==> src/rtl/fpu_writeback_arbiter_pkg.sv <==
// Shared widths and the write-bundle type for the FPU write-back stage.
package fpu_writeback_arbiter_pkg;

  localparam int FPU_REG_ADDR_W = 5;
  localparam int FPU_DATA_W     = 32;
  localparam int FPU_NUM_REGS   = 32;

  typedef struct packed {
    logic [FPU_REG_ADDR_W-1:0] dest;
    logic [FPU_DATA_W-1:0]     data;
  } wb_bundle_t;

endpackage

==> src/rtl/fpu_wb_fifo.sv <==
// In-order result buffer between the FPU datapath and the register-file write port.
module fpu_wb_fifo
  import fpu_writeback_arbiter_pkg::*;
#(
  parameter int DEPTH = 4,
  parameter int CNT_W = $clog2(DEPTH + 1)
) (
  input  logic             clk,
  input  logic             rst_n,
  input  logic             push,
  input  logic             pop,
  input  wb_bundle_t       din,
  output wb_bundle_t       dout,
  output logic [CNT_W-1:0] count,
  output logic             full,
  output logic             empty
);

  localparam int PTR_W = $clog2(DEPTH);

  wb_bundle_t             mem_q [DEPTH];
  wb_bundle_t             mem_d [DEPTH];
  logic [PTR_W-1:0]       wr_ptr_q, wr_ptr_d;
  logic [PTR_W-1:0]       rd_ptr_q, rd_ptr_d;
  logic [CNT_W-1:0]       count_q, count_d;
  logic                   do_push, do_pop;

  assign full    = (count_q == CNT_W'(DEPTH));
  assign empty   = (count_q == '0);
  assign do_push = push && !full;
  assign do_pop  = pop && !empty;
  assign dout    = mem_q[rd_ptr_q];
  assign count   = count_q;

  // NOTE: every variable written here gets a default first, otherwise a latch is inferred.
  always_comb begin
    mem_d    = mem_q;
    wr_ptr_d = wr_ptr_q;
    rd_ptr_d = rd_ptr_q;
    count_d  = count_q;
    if (do_push) begin
      mem_d[wr_ptr_q] = din;
      wr_ptr_d        = wr_ptr_q + 1'b1;
    end
    if (do_pop) rd_ptr_d = rd_ptr_q + 1'b1;
    case ({do_push, do_pop})
      2'b10:   count_d = count_q + 1'b1;
      2'b01:   count_d = count_q - 1'b1;
      default: count_d = count_q;
    endcase
  end

  // NOTE: sequential state uses non-blocking assignments so all flops update together.
  always_ff @(posedge clk) begin
    if (!rst_n) begin
      wr_ptr_q <= '0;
      rd_ptr_q <= '0;
      count_q  <= '0;
    end else begin
      wr_ptr_q <= wr_ptr_d;
      rd_ptr_q <= rd_ptr_d;
      count_q  <= count_d;
    end
  end

  // NOTE: storage is not reset; the pointers and count alone decide what is valid.
  always_ff @(posedge clk) begin
    mem_q <= mem_d;
  end

endmodule

==> src/rtl/fpu_writeback_arbiter.sv <==
// Merges buffered FPU results and non-stallable load/move results onto the
// FPU register-file write port, and tracks registers with writes in flight.
module fpu_writeback_arbiter
  import fpu_writeback_arbiter_pkg::*;
#(
  parameter int DEPTH = 4,
  parameter int CNT_W = $clog2(DEPTH + 1)
) (
  input  logic                      Clk,
  input  logic                      Reset_n,
  input  logic                      IssueValid,
  input  logic [FPU_REG_ADDR_W-1:0] IssueDest,
  input  logic                      FpuValid,
  output logic                      FpuReady,
  input  logic [FPU_REG_ADDR_W-1:0] FpuDest,
  input  logic [FPU_DATA_W-1:0]     FpuData,
  input  logic                      MemValid,
  input  logic [FPU_REG_ADDR_W-1:0] MemDest,
  input  logic [FPU_DATA_W-1:0]     MemData,
  output logic [FPU_DATA_W-1:0]     WriteData,
  output logic [FPU_REG_ADDR_W-1:0] WriteRegister,
  output logic                      RegWrite,
  output logic [FPU_NUM_REGS-1:0]   Pending,
  output logic [CNT_W-1:0]          FifoCount
);

  wb_bundle_t                fifo_din, fifo_dout;
  logic                      fifo_full, fifo_empty, fifo_push, fifo_pop;
  logic [FPU_DATA_W-1:0]     wr_data_q, wr_data_d;
  logic [FPU_REG_ADDR_W-1:0] wr_reg_q, wr_reg_d;
  logic                      reg_write_q, reg_write_d;
  logic [FPU_NUM_REGS-1:0]   pending_q, pending_d;

  assign FpuReady  = Reset_n && !fifo_full;
  assign fifo_push = FpuValid && FpuReady;
  // Load/move results cannot stall, so they always pre-empt the FIFO head.
  assign fifo_pop  = !MemValid && !fifo_empty;
  assign fifo_din  = '{dest: FpuDest, data: FpuData};

  fpu_wb_fifo #(.DEPTH(DEPTH), .CNT_W(CNT_W)) u_fifo (
    .clk   (Clk),
    .rst_n (Reset_n),
    .push  (fifo_push),
    .pop   (fifo_pop),
    .din   (fifo_din),
    .dout  (fifo_dout),
    .count (FifoCount),
    .full  (fifo_full),
    .empty (fifo_empty)
  );

  always_comb begin
    wr_data_d   = wr_data_q;
    wr_reg_d    = wr_reg_q;
    reg_write_d = 1'b0;
    if (MemValid) begin
      wr_data_d   = MemData;
      wr_reg_d    = MemDest;
      reg_write_d = 1'b1;
    end else if (!fifo_empty) begin
      wr_data_d   = fifo_dout.data;
      wr_reg_d    = fifo_dout.dest;
      reg_write_d = 1'b1;
    end

    // Clear first so a same-edge issue to the committing register stays pending.
    pending_d = pending_q;
    if (reg_write_d) pending_d[wr_reg_d] = 1'b0;
    if (IssueValid)  pending_d[IssueDest] = 1'b1;
  end

  always_ff @(posedge Clk) begin
    if (!Reset_n) begin
      wr_data_q   <= '0;
      wr_reg_q    <= '0;
      reg_write_q <= 1'b0;
      pending_q   <= '0;
    end else begin
      wr_data_q   <= wr_data_d;
      wr_reg_q    <= wr_reg_d;
      reg_write_q <= reg_write_d;
      pending_q   <= pending_d;
    end
  end

  assign WriteData     = wr_data_q;
  assign WriteRegister = wr_reg_q;
  assign RegWrite      = reg_write_q;
  assign Pending       = pending_q;

endmodule
==> config.mk <==
export PLATFORM = sky130hd
export DESIGN_NAME = fpu_writeback_arbiter
export DESIGN_NICKNAME = d
export VERILOG_FILES = /design/src/rtl/fpu_writeback_arbiter_pkg.sv /design/src/rtl/fpu_wb_fifo.sv /design/src/rtl/fpu_writeback_arbiter.sv
export SDC_FILE = /design/constraint.sdc
export NUM_CORES = 1
export LEC_CHECK = 0
export ABC_CLOCK_PERIOD_IN_PS = 2600
export BUFFER_PORTS_ARGS = -buffer_cell sky130_fd_sc_hd__buf_2
export CORE_AREA = 2 2 146 148
export CTS_CLUSTER_DIAMETER = 30
export CTS_CLUSTER_SIZE = 24
export DETAILED_ROUTE_END_ITERATION = 8
export DIE_AREA = 0 0 148 150
export PLACE_DENSITY = 0.65
export SYNTH_ARGS = -nofsm -noshare
export SYNTH_HDL_FRONTEND = slang
export SYNTH_SLANG_ARGS = --single-unit
==> constraint.sdc <==
create_clock -name Clk -period 2.6 [get_ports Clk]
set_clock_uncertainty 0.1 [all_clocks]
set_input_delay 0.39 -clock Clk [delete_from_list [all_inputs] [get_ports Clk]]
set_output_delay 0.39 -clock Clk [all_outputs]
set_load 0.05 [all_outputs]
==> load_flow_metrics.sql, run 1 <==
INSERT INTO impl_metrics (metric_group, metric, value, unit) VALUES
('clock_tree', 'insertion_delay', '0.52', 'ns'),
('die', 'rows', '53', ''),
('clock_tree', 'ctsHoldBuffers', '60', ''),
('final_layout', 'final.fill_count', '1682', ''),
('sta', 'max_slew.worst_pin.slew', '1.03', 'ns'),
('route', 'firstDrtPassIters', '4', ''),
('critical_path', 'worst-path-stages', '5', ''),
('power_and_ir_drop', 'clockPowerShare', '43.7', '%'),
('outcome', 'outcome', 'complete, no violations', ''),
('clock_tree', 'htree_num_levels', '2', ''),
('die', 'die-area', '22200', 'um2'),
('die', 'floorplan.die.width', '148', 'um'),
('sta', 'unrepaired_setup_endpoints_after_global_routing', 'false', ''),
('logic_synthesis', 'yosys.area_share.simple', '10.2', '%'),
('clock_tree', 'clkTransAtPathRegs', '0.05', 'ns'),
('die', 'num_io_pins', '158', ''),
('job', 'maxCapViolations', '0', ''),
('sta', 'max-slew-margin-rel', '31.4', '%'),
('clock_tree', 'clock_buffer_depth', '3', ''),
('global_route', 'global_route.usage.total', '19.8', '%'),
('critical_path', 'timing.reg2reg.setup_slack', '0.28', 'ns'),
('critical_path', 'worstPathRequired', '2.86', 'ns'),
('critical_path', 'start_point_of_the_critical_path', 'u_fifo.count[0]', ''),
('route', 'post-route-drc-count', '0', ''),
('sta', 'final.setup.tns', '0', 'ns'),
('logic_synthesis', 'synthesis.nets', '752', ''),
('sta', 'timing_max_transition_violations_final', '0', ''),
('critical_path', 'worst_r2r_startpoint', 'u_fifo.count[0]', ''),
('critical_path', 'worst_path_dominant_cell_family', 'compound AO/OA/AOI/OAI gates', ''),
('sta', 'final.min_clock_period', '2.32', 'ns'),
('logic_synthesis', 'synth_area_leader_cell', 'sky130_fd_sc_hd__edfxtp_1', ''),
('logic_synthesis', 'async_flop_share', '0', '%'),
('logic_synthesis', 'netlist-cell-type-count', '45', ''),
('power_and_ir_drop', 'power_density', '1050', 'nW/um2'),
('logic_synthesis', 'yosysWarningCount', '0', ''),
('route', 'post_drt_wl_per_cell', '18.2', 'um'),
('logic_synthesis', 'synthCells', '662', ''),
('logic_synthesis', 'synth.top_cells.by_area', 'sky130_fd_sc_hd__edfxtp_1 (49%), sky130_fd_sc_hd__dfxtp_1 (17%), sky130_fd_sc_hd__mux4_2 (9.2%)', ''),
('critical_path', 'r2r.worst_path.cells', '5', ''),
('final_layout', 'num-nets-final', '989', ''),
('place', 'place_congestion', '0.786', ''),
('sta', 'setup_viol_count_final', '0', ''),
('sta', 'final-hold-violation-count', '0', ''),
('critical_path', 'worstPathCellList', 'or3_4 -> buf_4 -> nand3_1 -> a221oi_2 -> a31oi_1', ''),
('global_route', 'antenna_found_initial', '1', ''),
('logic_synthesis', 'synth_mux_area_share', '9.16', '%'),
('critical_path', 'critPathCaptureType', 'flop', ''),
('logic_synthesis', 'ys_ff_latch', '225', ''),
('sta', 'clock.fmax', '432', 'MHz'),
('critical_path', 'critical_path.n_buffers_inverters', '1', ''),
('global_route', 'grt-busiest-layer', 'met2', ''),
('critical_path', 'timing.critical_path.from_type', 'flop', ''),
('logic_synthesis', 'most_numerous_cell_in_the_yosys_netlist', 'sky130_fd_sc_hd__edfxtp_1', ''),
('critical_path', 'timing.critical_path.slowest_cell_delay', '0.62', 'ns'),
('die', 'initial_core_util', '44.0', '%'),
('global_route', 'grt.met3_usage', '5.00', '%'),
('logic_synthesis', 'synth.yosys.seq_area_share', '65.8', '%'),
('die', 'die-height', '150', 'um'),
('logic_synthesis', 'synth_compound_area_share', '11.3', '%'),
('logic_synthesis', 'netlist.area_leader.share', '48.9', '%'),
('global_route', 'vias_in_the_first_global_route', '6469', ''),
('final_layout', 'layout-drive-gt1-share', '32.8', '%'),
('critical_path', 'setup.worst_path.end', 'Pending[8]', ''),
('global_route', 'gr-usage-met2', '32.9', '%'),
('route', 'totalWireLength', '22000', 'um'),
('power_and_ir_drop', 'p_sw_share', '30.2', '%'),
('critical_path', 'critical_path.slowest_cell', 'sky130_fd_sc_hd__a221oi_2', ''),
('clock_tree', 'clockRootBuffer', 'sky130_fd_sc_hd__clkbuf_16', ''),
('clock_tree', 'numCtsBuffers', '43', ''),
('power_and_ir_drop', 'combPwrFrac', '23.4', '%'),
('power_and_ir_drop', 'leakage', '4.89', 'nW');
-- worst min path at each step --
stage | start | endpoint | slack (ns) | cells past startpoint
final | FpuData[26] | u_fifo.mem_q[63] | 0.01 | 1
after global routing | MemData[26] | WriteData[26] | 0.008 | 2
after CTS | MemData[30] | WriteData[30] | 0.0002 | 2
after detailed placement | u_fifo.wr_ptr_q[1] | u_fifo.wr_ptr_q[1] | 0.41 | 2
after global placement | u_fifo.wr_ptr_q[1] | u_fifo.wr_ptr_q[1] | 0.41 | 2
after floorplan | u_fifo.wr_ptr_q[1] | u_fifo.wr_ptr_q[1] | 0.37 | 2
-- cell usage in the layout, fill, tap and decap left out, types with 6 or more instances in the layout --
| master | n |
|---|---|
| sky130_fd_sc_hd__buf_4 | 14 |
| sky130_fd_sc_hd__o211a_1 | 32 |
| sky130_fd_sc_hd__o21ai_0 | 37 |
| sky130_fd_sc_hd__dfxtp_1 | 73 |
| sky130_fd_sc_hd__a31oi_1 | 25 |
| sky130_fd_sc_hd__nand3b_1 | 7 |
| sky130_fd_sc_hd__a21oi_1 | 32 |
| sky130_fd_sc_hd__nor2_1 | 49 |
| sky130_fd_sc_hd__inv_1 | 7 |
| sky130_fd_sc_hd__clkinvlp_4 | 6 |
| sky130_fd_sc_hd__clkbuf_16 | 45 |
| sky130_fd_sc_hd__dlygate4sd3_1 | 61 |
| sky130_fd_sc_hd__mux4_2 | 37 |
| sky130_fd_sc_hd__nand3_1 | 37 |
| sky130_fd_sc_hd__buf_2 | 157 |
| sky130_fd_sc_hd__nand2_1 | 71 |
| sky130_fd_sc_hd__edfxtp_1 | 148 |
| sky130_fd_sc_hd__bufinv_16 | 6 |
| sky130_fd_sc_hd__clkinv_4 | 6 |
| sky130_fd_sc_hd__and2_1 | 10 |
-- power groups by stage --
stage	sequential, mW	clock [mW]	combinational (mW)
after global routing	4.30	5.93	3.28
after detailed placement	4.34	0	2.98
after floorplan	4.79	0	1.71
after global placement	4.33	0	2.97
final	4.27	5.67	3.03
after CTS	4.27	5.76	3.06
-- logic make-up after synthesis --
logic type / Yosys count
flops: 225
mux: 37
simple gates: 196
buf+inv: 49
compound gates: 144
xor+xnor: 5
fa+ha+maj: 6
-- routing by layer --
| metal | up-vias | share of wire [%] | wire (um) |
|---|---|---|---|
| met5 | - | 0 | 0 |
| met4 | 0 | 2.0 | 439 |
| met3 | 40 | 7.8 | 1720 |
| met2 | 245 | 48 | 10500 |
| met1 | 3126 | 42 | 9340 |
| li1 | 3026 | - | - |
-- state kept, by name, indices dropped and copies added, names as in the netlist --
signal	cells
u_fifo.wr_ptr_q	2
u_fifo.rd_ptr_q	2
RegWrite	1
u_fifo.count	3
WriteRegister	5
u_fifo.mem_q	148
Pending	32
WriteData	32
-- layout make-up --
type | count | area [um2] | area share [%]
Sequential cell | 225 | 5990 | 48.7
Inverter | 9 | 33.8 | 0.274
Timing Repair Buffer | 232 | 1500 | 12.2
Tap cell | 275 | 344 | 2.80
Multi-Input combinational cell | 388 | 2920 | 23.7
Antenna cell | 1 | 2.50 | 0.0203
Clock buffer | 53 | 1190 | 9.64
Clock inverter | 26 | 329 | 2.67
-- worst register-to-register path: cells and delay by family (launching register included) --
| kind | cells | cell delay (ns) |
|---|---|---|
| AOI/OAI and AO/OA | 2 | 0.79 |
| buffers and inverters | 1 | 0.41 |
| DFF | 1 | 0.42 |
| and+or+nand+nor | 2 | 0.44 |
-- per-stage QoR --
stage | std cells | util [%] | area, um2 | setup WS [ns] | power (mW)
after floorplan | 662 | - | 9100 | 0.0204 | 6.50
after global placement | 1068 | 49.2 | 10200 | 0.286 | 7.30
after detailed placement | 1068 | 49.2 | 10200 | 0.241 | 7.32
after CTS | 1207 | 59.4 | 12300 | 0.245 | 13.1
after global routing | 1209 | 59.5 | 12300 | 0.0978 | 13.5
final | 1209 | 59.5 | 12300 | 0.285 | 13.0
Note: power is estimated with default switching activity, not from simulation.
==> inputs of run 2 (changes only) <==
Settings changed: CORE_AREA 2 2 146 148 to 2 2 147 149, DIE_AREA 0 0 148 150 to 0 0 149 151, SYNTH_HIERARCHICAL set to 1.
==> run 2 against run 1 <==
Against the previous run: global-route usage fell by 0.83 points; critical path type unchanged; utilization rose by 1.1 points; routed wire length fell by 2.7%; final area rose by 2.5%; clock-buffer cell count fell by 2; critical endpoint is now u_fifo/count[2]; synthesized cell count fell by 4.5%; final cell count fell by 1.1%; via count fell by 2.4%.
==> load_flow_metrics.sql, run 2 <==
INSERT INTO impl_metrics (metric_group, metric, value, unit) VALUES
('final_layout', 'flip_flop_count_of_the_largest_register_after_layout', '148', ''),
('logic_synthesis', 'synth-edff-count', '148', ''),
('critical_path', 'worstPathRequired', '2.94', 'ns'),
('critical_path', 'worst_r2r_startpoint', 'u_fifo/count[0]', ''),
('sta', 'max-slew-margin-rel', '50.6', '%'),
('logic_synthesis', 'netlist.area_leader.share', '48.0', '%'),
('logic_synthesis', 'most_numerous_cell_in_the_yosys_netlist', 'sky130_fd_sc_hd__edfxtp_1', ''),
('critical_path', 'timing.critical_path.slowest_cell_delay', '0.37', 'ns'),
('logic_synthesis', 'async_flop_share', '0', '%'),
('critical_path', 'cp_common_cell', 'sky130_fd_sc_hd__inv_1', ''),
('critical_path', 'worstPathCellList', 'nor3b_4 -> nor2_4 -> and2_1 -> nor2b_1 -> inv_1 -> ha_2 -> inv_1 -> fa_2 -> xor2_1 -> or3_1 -> a21boi_1', ''),
('critical_path', 'critical_path.max_fanout', '5', ''),
('final_layout', 'num-nets-final', '973', ''),
('clock_tree', 'cts_num_sinks', '225', ''),
('global_route', 'maximum_number_of_pins_on_one_net_before_global_route_repair', '65', ''),
('die', 'die-height', '151', 'um'),
('clock_tree', 'clock_buffer_depth', '3', ''),
('route', 'post-route-drc-count', '0', ''),
('critical_path', 'timing.critical_path.from_type', 'flop', ''),
('sta', 'timing.hold.ws', '0.0127', 'ns'),
('critical_path', 'start_point_of_the_critical_path', 'u_fifo/count[0]', ''),
('job', 'maxCapViolations', '0', ''),
('sta', 'unrepaired_setup_endpoints_after_global_routing', 'false', ''),
('logic_synthesis', 'post_synth_most_frequent_cells', 'sky130_fd_sc_hd__edfxtp_1 (148), sky130_fd_sc_hd__dfxtp_1 (77), sky130_fd_sc_hd__nor2_1 (75)', ''),
('logic_synthesis', 'netlist-cell-type-count', '46', ''),
('outcome', 'outcome', 'complete, no violations', ''),
('logic_synthesis', 'synthCells', '632', ''),
('clock_tree', 'clkTransAtPathRegs', '0.05', 'ns'),
('global_route', 'vias_in_the_first_global_route', '6420', ''),
('global_route', 'grt_first_pass_wirelength', '33300', 'um'),
('logic_synthesis', 'post_synthesis_average_cell_area', '14.6', 'um2'),
('clock_tree', 'insertion_delay', '0.52', 'ns'),
('critical_path', 'worstPathArrival', '2.75', 'ns'),
('global_route', 'global_route.usage.total', '19.0', '%'),
('route', 'firstDrtPassIters', '4', ''),
('logic_synthesis', 'syn-cell-area', '9250', 'um2'),
('sta', 'clock.fmax', '414', 'MHz'),
('die', 'initial_core_util', '44.4', '%'),
('place', 'place_congestion', '0.810', ''),
('logic_synthesis', 'synthesis.nets', '722', ''),
('critical_path', 'critical_path.slowest_cell', 'sky130_fd_sc_hd__dfxtp_4', ''),
('power_and_ir_drop', 'power_density', '872', 'nW/um2'),
('logic_synthesis', 'yosysWarningCount', '6', ''),
('clock_tree', 'clockRootBuffer', 'sky130_fd_sc_hd__clkbuf_16', ''),
('route', 'route.detailed.vias_per_inst', '5.25', ''),
('final_layout', 'final_common_cell', 'sky130_fd_sc_hd__buf_2', ''),
('final_layout', 'most-common-layout-cells', 'sky130_fd_sc_hd__buf_2 (157), sky130_fd_sc_hd__edfxtp_1 (148), sky130_fd_sc_hd__nor2_1 (73)', ''),
('logic_synthesis', 'synth_top_flop_cell', 'sky130_fd_sc_hd__edfxtp_1', ''),
('route', 'totalWireLength', '21400', 'um'),
('global_route', 'grt_remaining_overflow', '0', ''),
('logic_synthesis', 'synth_area_leader_cell', 'sky130_fd_sc_hd__edfxtp_1', ''),
('logic_synthesis', 'ys_ff_latch', '225', ''),
('power_and_ir_drop', 'ir_worst_vdd', '573', 'uV'),
('final_layout', 'layout-drive-gt1-share', '32.3', '%'),
('hold_path', 'hp-start', 'MemData[13]', ''),
('die', 'rows', '53', ''),
('clock_tree', 'htree_num_levels', '2', ''),
('route', 'antenna_violation_net_count_after_detailed_routing', '0', ''),
('critical_path', 'crit_type', 'flop to flop', ''),
('logic_synthesis', 'synth.top_cells.by_area', 'sky130_fd_sc_hd__edfxtp_1 (48%), sky130_fd_sc_hd__dfxtp_1 (17%), sky130_fd_sc_hd__mux4_1 (9.9%)', ''),
('final_layout', 'top_register', 'u_fifo/mem_q', ''),
('clock_tree', 'clock_tree_from_tritoncts', 'done', ''),
('route', 'initialDrtViolationCount', '319', ''),
('power_and_ir_drop', 'total_power', '11.0', 'mW'),
('place', 'placement.setup.worst_slack', '0.191', 'ns'),
('die', 'area_of_the_core_region', '20800', 'um2'),
('final_layout', 'final.fill_count', '1575', ''),
('sta', 'timing_max_transition_violations_final', '0', ''),
('place', 'hpwlAfterDp', '13700', 'um'),
('global_route', 'antenna_found_initial', '0', ''),
('die', 'num_io_pins', '158', ''),
('clock_tree', 'numCtsBuffers', '45', ''),
('critical_path', 'critPathCaptureType', 'flop', ''),
('hold_path', 'timing.hold.worst.class', 'primary input to flop', ''),
('route', 'via_count', '6281', ''),
('sta', 'post-route-worst-setup-slack', '0.185', 'ns'),
('sta', 'final.min_clock_period', '2.41', 'ns'),
('final_layout', 'areaGrowthSynthToFinish', '36.4', '%'),
('route', 'post_drt_wl_per_cell', '17.9', 'um'),
('logic_synthesis', 'synth.yosys.seq_area_share', '64.7', '%'),
('sta', 'fin_crit_sh', '92.9', '%'),
('sta', 'final-hold-violation-count', '0', ''),
('place', 'portBuffers', '157', ''),
('power_and_ir_drop', 'leakage', '4.95', 'nW'),
('sta', 'final.setup.tns', '0', 'ns'),
('sta', 'setup_viol_count_final', '0', ''),
('die', 'die-area', '22500', 'um2'),
('sta', 'max_slew.worst_pin.slew', '0.741', 'ns'),
('die', 'floorplan.die.width', '149', 'um');
run 2: final cells by class:
cell class	instances	area (um2)	area share [%]
sequential	225	6000	47.6
multi-input combinational	358	3050	24.2
timing repair buffer	245	1630	12.9
clock buffer	51	1170	9.26
clock inverter	33	390	3.09
tap	275	344	2.73
inverter	8	30.0	0.238
antenna	1	2.50	0.0198
run 2: stage by stage:
step                area [um2]  std cells  util (%)
detailed placement       10500       1052      50.3
floorplan                 9290        632         -
global placement         10500       1052      50.3
global route             12600       1195      60.6
CTS                      12600       1195      60.6
finish                   12600       1196      60.6
run 2: path summary, 6_finish.rpt:
path / slack, ns / cells after the start / to
worst max-delay path: 0.19 / 11 / u_fifo/count[2]
worst max register to register: 0.19 / 11 / u_fifo/count[2]
worst min-delay path: 0.01 / 3 / WriteData[13]
worst min register to register: 0.41 / 2 / u_fifo/wr_ptr_q[0]
run 2: worst max-delay path, delay by kind of cell, from the launching register on:
kind / cells / cell delay, ns
and+or+nand+nor: 5 / 0.90
buffers and inverters: 2 / 0.13
AOI/OAI and AO/OA: 1 / 0.17
xor gates and xnor gates: 1 / 0.15
DFF: 1 / 0.37
adders and majority gates: 2 / 0.51
run 2: logic make-up (layout without fill, tap and decap cells):
group                    Yosys count  count (layout)  share of synthesized area, %
AO/OA/AOI/OAI                    114             114                          8.79
AND/OR/NAND/NOR                  159             159                          7.90
buffers and inverters             49             337                          2.71
flip-flops                       225             225                          64.7
multiplexers                      77              77                          14.8
adder cells (fa/ha/maj)            6               6                         0.893
other                              0               1                             0
XOR/XNOR                           2               2                         0.189
run 2: power breakdown:
group / total (mW) / internal [mW] / switching, mW
clock network: 5.81 / 3.93 / 1.88
logic: 1.18 / 0.455 / 0.726
registers: 4.00 / 3.95 / 0.0564
total: 11.0 / 8.33 / 2.66
run 2: timing repair:
action | in CTS | in global routing
gates resized for setup | 0 | 0
hold buffers | 59 | 0
hold endpoints to repair | 170 | 0
buffers inserted | 0 | 0
run 2: routing by layer:
layer / global-route usage (%) / up-vias / part of all wire (%)
met3: 4.70 / 47 / 7.7
met2: 32.7 / 250 / 49
li1: - / 2966 / -
met5: 0 / - / 0
met1: 23.6 / 3018 / 41
met4: 6.38 / 0 / 2.1
